[src/rtl/sdram_pkg.sv]
// Shared definitions for the SDRAM client blocks.
// Contents:
//   SDRAM_ADDR_W / SDRAM_DATA_W  - word address and data widths of sdram_ctl
//   DEF_READ_LATENCY             - default cycles from refresh_data rising to
//                                  the first valid word on sd_data_out
//   reader_state_t               - burst reader FSM states
package sdram_pkg;

  localparam int SDRAM_ADDR_W     = 25;
  localparam int SDRAM_DATA_W     = 16;
  localparam int DEF_READ_LATENCY = 4;

  typedef enum logic [1:0] {
    IDLE     = 2'd0,
    WAIT_CTL = 2'd1,
    FETCH    = 2'd2,
    FINISH   = 2'd3
  } reader_state_t;

endpackage

[src/rtl/sync_fifo.sv]
// Single-clock show-ahead FIFO.
// Ports:
//   clk, rst        - clock, asynchronous active-low reset (empties the FIFO)
//   push, push_data - write strobe and word; a push while full is dropped
//                     unless a pop happens in the same cycle
//   pop             - consume the head word; ignored while empty
//   pop_data        - head word, valid whenever empty is low
//   count           - number of stored words (0..DEPTH)
//   empty           - no words stored
// DEPTH must be a power of two so the pointers wrap naturally.
module sync_fifo #(
  parameter int WIDTH = 16,
  parameter int DEPTH = 16
) (
  input  logic                     clk,
  input  logic                     rst,
  input  logic                     push,
  input  logic [WIDTH-1:0]         push_data,
  input  logic                     pop,
  output logic [WIDTH-1:0]         pop_data,
  output logic [$clog2(DEPTH):0]   count,
  output logic                     empty
);

  localparam int AW = $clog2(DEPTH);
  localparam int CW = AW + 1;

  logic [WIDTH-1:0] mem [DEPTH];
  logic [AW-1:0]    wr_ptr;
  logic [AW-1:0]    rd_ptr;
  logic             full;
  logic             pop_eff;
  logic             push_eff;

  assign empty    = (count == '0);
  assign full     = (count == CW'(DEPTH));
  assign pop_eff  = pop && !empty;
  // A full FIFO can still accept a word when the head leaves in the same cycle.
  assign push_eff = push && (!full || pop_eff);
  assign pop_data = mem[rd_ptr];

  // NOTE: the storage array has no reset; count/pointers alone define
  // which entries are valid, so clearing the data would only cost area.
  always_ff @(posedge clk) begin
    if (push_eff) begin
      mem[wr_ptr] <= push_data;
    end
  end

  // NOTE: sequential state is updated with <= so every register samples
  // values from before the edge, independent of statement order.
  always_ff @(posedge clk or negedge rst) begin
    if (!rst) begin
      wr_ptr <= '0;
      rd_ptr <= '0;
      count  <= '0;
    end else begin
      if (push_eff) begin
        wr_ptr <= wr_ptr + AW'(1);
      end
      if (pop_eff) begin
        rd_ptr <= rd_ptr + AW'(1);
      end
      case ({push_eff, pop_eff})
        2'b10:   count <= count + CW'(1);
        2'b01:   count <= count - CW'(1);
        default: count <= count;
      endcase
    end
  end

endmodule

[src/rtl/sdram_burst_reader.sv]
// Block reader in front of sdram_ctl. A request (start address, word count)
// is turned into one or more burst reads; returned words land in a local
// show-ahead FIFO for the downstream consumer. When the FIFO is about to fill
// the burst is stopped and later re-issued at the first address not yet read.
// Ports:
//   clk, rst            - clock, asynchronous active-low reset (aborts any
//                         request and discards buffered words)
//   req_valid/req_ready - request handshake; ready only while idle
//   req_addr, req_len   - first word address and word count (0 = no-op)
//   rd_valid, rd_data   - FIFO head (show-ahead)
//   rd_pop              - consume head; ignored while rd_valid is low
//   busy                - a request is in progress
//   done                - one-cycle pulse after the last word is captured
//   sd_addr             - burst start address, held for the whole burst
//   sd_write_en         - tied 0 (read-only client)
//   sd_data_in          - tied 0
//   sd_burst_en         - tied 1 (always burst mode)
//   sd_refresh_data     - burst run (1) / stop (0)
//   sd_data_out         - word stream from sdram_ctl
//   sd_data_ready       - sdram_ctl idle and able to start a burst
module sdram_burst_reader
  import sdram_pkg::*;
#(
  parameter int FIFO_DEPTH   = 16,
  parameter int READ_LATENCY = DEF_READ_LATENCY,
  parameter int RESTART_GAP  = 2,
  parameter int LEN_W        = 12
) (
  input  logic                    clk,
  input  logic                    rst,
  input  logic                    req_valid,
  output logic                    req_ready,
  input  logic [SDRAM_ADDR_W-1:0] req_addr,
  input  logic [LEN_W-1:0]        req_len,
  output logic                    rd_valid,
  output logic [SDRAM_DATA_W-1:0] rd_data,
  input  logic                    rd_pop,
  output logic                    busy,
  output logic                    done,
  output logic [SDRAM_ADDR_W-1:0] sd_addr,
  output logic                    sd_write_en,
  output logic [SDRAM_DATA_W-1:0] sd_data_in,
  output logic                    sd_burst_en,
  output logic                    sd_refresh_data,
  input  logic [SDRAM_DATA_W-1:0] sd_data_out,
  input  logic                    sd_data_ready
);

  localparam int CW    = $clog2(FIFO_DEPTH) + 1;
  localparam int LAT_W = $clog2(READ_LATENCY + 2);
  localparam int GAP_W = $clog2(RESTART_GAP + 2);

  reader_state_t state, state_next;

  logic [SDRAM_ADDR_W-1:0] cur_addr;
  logic [SDRAM_ADDR_W-1:0] burst_addr;
  logic [LEN_W-1:0]        remaining;
  logic [LAT_W-1:0]        lat_cnt;
  logic [GAP_W-1:0]        gap_cnt;
  logic                    done_q;

  logic [CW-1:0] fifo_count;
  logic          fifo_empty;

  logic accept_req;
  logic start_req;
  logic zero_req;
  logic pop_eff;
  logic capture;
  logic last_word;
  logic fifo_stop;
  logic stop;
  logic gap_ok;
  logic room_ok;
  logic start_burst;

  assign accept_req = (state == IDLE) && req_valid;
  assign start_req  = accept_req && (req_len != '0);
  assign zero_req   = accept_req && (req_len == '0);
  assign pop_eff    = rd_pop && !fifo_empty;

  // lat_cnt saturates at READ_LATENCY; from then on every FETCH cycle
  // carries a valid word from the controller.
  assign capture   = (state == FETCH) && (lat_cnt == LAT_W'(READ_LATENCY));
  assign last_word = (remaining == LEN_W'(1));

  // This capture would leave zero free slots once this cycle's pop is
  // accounted for; the burst must stop so the next word is not lost.
  // A capture never sees a full FIFO, so count <= FIFO_DEPTH-1 here.
  assign fifo_stop = !pop_eff && (fifo_count == CW'(FIFO_DEPTH - 1));
  assign stop      = capture && (last_word || fifo_stop);

  // Two free slots are required to restart, so a burst always delivers
  // at least one word before it can be throttled again.
  assign gap_ok      = (gap_cnt >= GAP_W'(RESTART_GAP));
  assign room_ok     = (fifo_count <= CW'(FIFO_DEPTH - 2));
  assign start_burst = (state == WAIT_CTL) && sd_data_ready && gap_ok && room_ok;

  // --------------------------------------------------------------------
  // FSM
  // --------------------------------------------------------------------
  always_ff @(posedge clk or negedge rst) begin
    if (!rst) begin
      state <= IDLE;
    end else begin
      state <= state_next;
    end
  end

  // NOTE: state_next gets its default before the case, so every path
  // assigns it and no latch is inferred.
  always_comb begin
    state_next = state;
    case (state)
      IDLE: begin
        if (start_req) begin
          state_next = WAIT_CTL;
        end
      end
      WAIT_CTL: begin
        if (start_burst) begin
          state_next = FETCH;
        end
      end
      FETCH: begin
        if (stop) begin
          state_next = last_word ? FINISH : WAIT_CTL;
        end
      end
      FINISH: begin
        state_next = IDLE;
      end
      default: begin
        state_next = IDLE;
      end
    endcase
  end

  // --------------------------------------------------------------------
  // Datapath registers
  // --------------------------------------------------------------------
  always_ff @(posedge clk or negedge rst) begin
    if (!rst) begin
      cur_addr   <= '0;
      burst_addr <= '0;
      remaining  <= '0;
      lat_cnt    <= '0;
      // Start satisfied so the first burst after reset is not delayed.
      gap_cnt    <= GAP_W'(RESTART_GAP);
      done_q     <= 1'b0;
    end else begin
      done_q <= zero_req || (stop && last_word);

      if (start_req) begin
        cur_addr  <= req_addr;
        remaining <= req_len;
      end else if (capture) begin
        // Wraps modulo 2^SDRAM_ADDR_W by plain truncation.
        cur_addr  <= cur_addr + SDRAM_ADDR_W'(1);
        remaining <= remaining - LEN_W'(1);
      end

      // sd_addr must stay at the burst start while cur_addr advances.
      if (start_burst) begin
        burst_addr <= cur_addr;
      end

      if (state != FETCH) begin
        lat_cnt <= '0;
      end else if (lat_cnt != LAT_W'(READ_LATENCY)) begin
        lat_cnt <= lat_cnt + LAT_W'(1);
      end

      // gap_cnt counts cycles with refresh_data low since a throttled stop.
      if (stop && !last_word) begin
        gap_cnt <= '0;
      end else if ((state != FETCH) && !gap_ok) begin
        gap_cnt <= gap_cnt + GAP_W'(1);
      end
    end
  end

  // --------------------------------------------------------------------
  // Word buffer
  // --------------------------------------------------------------------
  sync_fifo #(
    .WIDTH (SDRAM_DATA_W),
    .DEPTH (FIFO_DEPTH)
  ) u_fifo (
    .clk       (clk),
    .rst       (rst),
    .push      (capture),
    .push_data (sd_data_out),
    .pop       (rd_pop),
    .pop_data  (rd_data),
    .count     (fifo_count),
    .empty     (fifo_empty)
  );

  // --------------------------------------------------------------------
  // Outputs
  // --------------------------------------------------------------------
  assign req_ready       = (state == IDLE);
  assign busy            = (state != IDLE);
  assign done            = done_q;
  assign rd_valid        = !fifo_empty;
  assign sd_refresh_data = (state == FETCH);
  assign sd_addr         = burst_addr;
  assign sd_write_en     = 1'b0;
  assign sd_data_in      = '0;
  assign sd_burst_en     = 1'b1;

endmodule
[config.mk]
export PLATFORM = sky130hd
export DESIGN_NAME = sdram_burst_reader
export DESIGN_NICKNAME = d
export VERILOG_FILES = /design/src/rtl/sdram_pkg.sv /design/src/rtl/sync_fifo.sv /design/src/rtl/sdram_burst_reader.sv
export SDC_FILE = /design/constraint.sdc
export NUM_CORES = 1
export LEC_CHECK = 0
export CAP_MARGIN = 5
export CORE_AREA = 5 5 171 173
export DETAILED_ROUTE_END_ITERATION = 8
export DIE_AREA = 0 0 176 178
export GPL_TIMING_DRIVEN = 1
export PLACE_DENSITY = 0.75
export SYNTH_ARGS = -nofsm -noshare
export SYNTH_HDL_FRONTEND = slang
export SYNTH_SLANG_ARGS = --single-unit
[constraint.sdc]
create_clock -name clk -period 3 [get_ports clk]
set_input_delay 0.9 -clock clk [delete_from_list [all_inputs] [get_ports clk]]
set_output_delay 0.9 -clock clk [all_outputs]
set_load 0.05 [all_outputs]
==> key figures <==
Outcome
  – Status: finished with violations
  – Failing checks: setup timing

Detailed routing
  – Iteration-0 DRC Markers: 735
  – WL/cell: ~23 um
  – Antenna viol nets, final: 0
  – Final wirelength: approximately 32000 um
  – DRC Markers: 0
  – TritonRoute pass-1 iters: 5
  – Vias: approximately 7900
  – Via/cell ratio: approximately 6

GRT
  – First-pass GRT wire length: ~49000 um
  – Grt total ovfl: 0
  – Vias in the first global route: 8240
  – GRT Util Overall: 0.204
  – Largest net degree at the start of global routing: 53
  – Initial antenna violation count: 2

Floorplanning
  – Effective utilization at floorplan: 0.514
  – I/O pins: between 100 and 150
  – Chip height: around 180 um
  – Die width: about 180 um
  – Row cnt: 61
  – Die ar.: 0.0313 mm2
  – Core footprint: approximately 0.027 mm2

Setup path
  – Req. time, crit path: roughly 2.1 ns
  – Cell family with most CP delay: multiplexers
  – Reg2Reg Launch Point: u_fifo.count[0]
  – Worst path slowest cell: mux4_2
  – Worst stage delay on the critical path: between 0.5 and 0.6 ns
  – Stages on worst setup path: 5
  – Worst Setup End Kind: output pin
  – Critical Path Start Type: register
  – Worst Path Class, Setup: reg2out
  – Buf/Inv on CP: 3
  – Critical path arrival: ~2.5 ns
  – Crit path max fanout: 7
  – Crit path cell chain: buf_12 > buf_6 > mux4_2 > mux4_2 > buf_6
  – Reg2Reg Depth: 10
  – Source of the critical timing path: u_fifo.rd_ptr[0]

Logic synthesis
  – Avg Inst Size Synth: 17.4 um2
  – #FFs+latches synth: between 300 and 400
  – Cell area after synthesis: 0.0141 mm2
  – Post-synth top flop: edfxtp_1
  – Post-synth ARST share: 0.245
  – Post-synth EDFFs: 256
  – Count of cell types in the netlist: 65
  – Seq/Total Area, Yosys: 0.692
  – Ys Warns: 0
  – Mapped Cells: slightly above 800

STA
  – Slew headroom: 0.561
  – Worst Max-Slew Pin Slew: 0.659 ns
  – Final Hold Violating Endpoints: 0
  – Worst Skew: between 0.015 and 0.02 ns
  – Final setup margin: -0.433 ns
  – Crit share post-route: 1.14
  – Hold_ws: between 0.4 and 0.5 ns
  – Max Freq: between 200 and 300 MHz
  – Post-layout minimum cycle time: around 3.4 ns
  – Count of pins over their slew limit: 0
  – RSZ-0062 raised after global routing: true
  – Setup-failing EPs final: 16

Clock tree
  – CTS tree: yes
  – CTS root buf: clkbuf_16
  – Clk buf depth: 3
  – Clk Latency, worst-skew pair: about 0.52 ns
  – Total CTS buffers: 36
  – Sink Count: ~340
  – Post-CTS Hold Buffers: 0
  – H-tree levels: 2
  – Reg clk slew, reported paths: ~0.060 ns

Flow run
  – Max Cap Viol: 0

Final layout
  – Fin nets: between 1000 and 1500
  – Fin cells: 1354
  – FF/Latch Area: about 0.01 mm2
  – Layout cells sized above 1: 0.245
  – Multi-input logic area: just over 0.004 mm2
  – Synth-to-Final Area Change: 22.6%
  – ANT cells: 0
  – Number of fill cells: between 1500 and 2000

Pwr
  – VDD IR max: ~0.56 mV
  – Leakage: 6.12 nW
  – PwrDens: around 960 mW/mm2

Placement
  – PortBufs: between 100 and 150
  – Post-DP HPWL: between 15000 and 20000 um
  – Routability cong.: approximately 0.8
  – Placed cell count: 1287

Hold path
  – Tightest Hold Check Type: in2async
## stage by stage
| step | setup slack, ns | TNS [ns] | power [mW] | cell area [um2] | util |
|---|---|---|---|---|---|
| 2_1_floorplan | 0.0263 | 0 | 10.2 | 14200 | - |
| 3_3_place_gp | -0.0612 | -0.585 | 11.9 | 16000 | 0.582 |
| 3_5_place_dp | -0.133 | -3.66 | 12.0 | 16000 | 0.582 |
| 4_1_cts | -0.423 | -6.18 | 16.6 | 17200 | 0.628 |
| 6_report | -0.433 | -5.83 | 16.5 | 17300 | 0.630 |
| 5_1_grt | -0.468 | -6.83 | 17.3 | 17300 | 0.630 |
## repair_timing
item	4_1_cts	5_1_grt
gates resized for setup	22	3
buffers inserted	2	0
gates cloned	1	2
setup endpoints to repair	19	17
## area by class of cell
cell class / count / area share
sequential: 339 / 0.565
clock buffer: 45 / 0.0565
timing repair buffer: 171 / 0.106
clock inverter: 17 / 0.00839
inverter: 14 / 0.00304
multi-input combinational: 422 / 0.236
tap: 346 / 0.0250
## path summary, 6_finish.rpt
path	to	slack, ns
worst min-delay path	sd_addr[18]	0.41
worst max-delay path	rd_data[14]	-0.43
min in group clk	sd_addr[14]	0.49
max in group asynchronous	gap_cnt[1]	1.84
worst max register to register	u_fifo.count[4]	0.31
worst min register to register	sd_addr[14]	0.49
## Yosys cell counts, drive strengths merged, types with 2 or more instances
cell type,number,area [um2]
o311ai,2,17.5
nand2b,3,18.8
o21ai,28,144
nand4b,3,26.3
inv,14,52.6
a21oi,10,50.1
nor3,14,70.1
or4,5,41.3
xor2,18,158
or2,2,12.5
a22oi,4,35.0
a221o,2,20.0
and2,2,12.5
o31a,2,17.5
a31o,2,17.5
and3,5,31.3
clkbuf,10,37.5
dfrtp,82,2050
edfxtp,256,7690
a21o,2,15.0
nand2,64,240
a31oi,4,31.3
buf,43,292
nand4,8,56.3
xnor2,12,105
conb,2,7.51
mux4,80,1800
ha,14,175
mux2,28,315
nand3,22,115
nor2,32,123
nor4,10,81.3
o211ai,7,52.6
o22ai,2,12.5
## cell usage in the layout (no fill, tap or decap), types with 13 or more instances in the layout
master           count
buf_12              15
nand2_1             64
mux4_2              80
buf_4               48
dfrtp_1             80
conb_1              18
xor2_1              18
edfxtp_1           256
nand3_1             21
nor2_1              20
o21ai_1             23
buf_6               17
ha_1                14
mux2_1              28
clkdlybuf4s50_1     83
inv_1               13
clkbuf_16           40
## flip-flops by register name, indices dropped and copies added, names as in the netlist
register and count:
remaining 12, u_fifo.count 5, sd_addr 25, u_fifo.wr_ptr 4, done 1, state 2
cur_addr 25, u_fifo.mem 256, u_fifo.rd_ptr 4, gap_cnt 2, lat_cnt 3
## worst register-to-register path, stage by stage, from the launching register on
cell	delay, ns
dfrtp_1	0.47
nor4_2	0.39
nand2_1	0.22
nand2_1	0.13
nor2_1	0.10
fa_1	0.40
a21o_1	0.19
a21oi_1	0.22
or3_1	0.15
a21oi_1	0.06
a211o_1	0.26
## cells by family (layout without fill, tap and decap cells)
logic type / count (synthesis) / count (layout) / share of synthesized area
XOR/XNOR: 30 / 30 / 0.0186
AO/OA/AOI/OAI: 74 / 74 / 0.0344
flip-flops: 339 / 339 / 0.692
AND/OR/NAND/NOR: 177 / 177 / 0.0634
multiplexers: 108 / 108 / 0.150
buffers and inverters: 67 / 247 / 0.0270
adder cells (fa/ha/maj): 15 / 15 / 0.0138
other: 2 / 18 / 0.000532
## per-layer routing
metal | vias up | wire length (um) | track usage | part of all wire
met5 | - | 27 | 0 | 0.00086
met4 | 4 | 584 | 0.0491 | 0.019
met3 | 47 | 2020 | 0.0437 | 0.064
met2 | 281 | 16100 | 0.337 | 0.51
met1 | 4079 | 12900 | 0.282 | 0.41
li1 | 3495 | - | - | -
## where the power goes
| part | total [mW] | leakage [nW] | switching, mW | internal (mW) |
|---|---|---|---|---|
| Clock | 4.23 | 0.547 | 1.75 | 2.48 |
| Combinational | 6.22 | 2.25 | 3.38 | 2.84 |
| Sequential | 6.08 | 3.32 | 0.529 | 5.55 |
No activity file was read; power rests on OpenSTA's default activity.
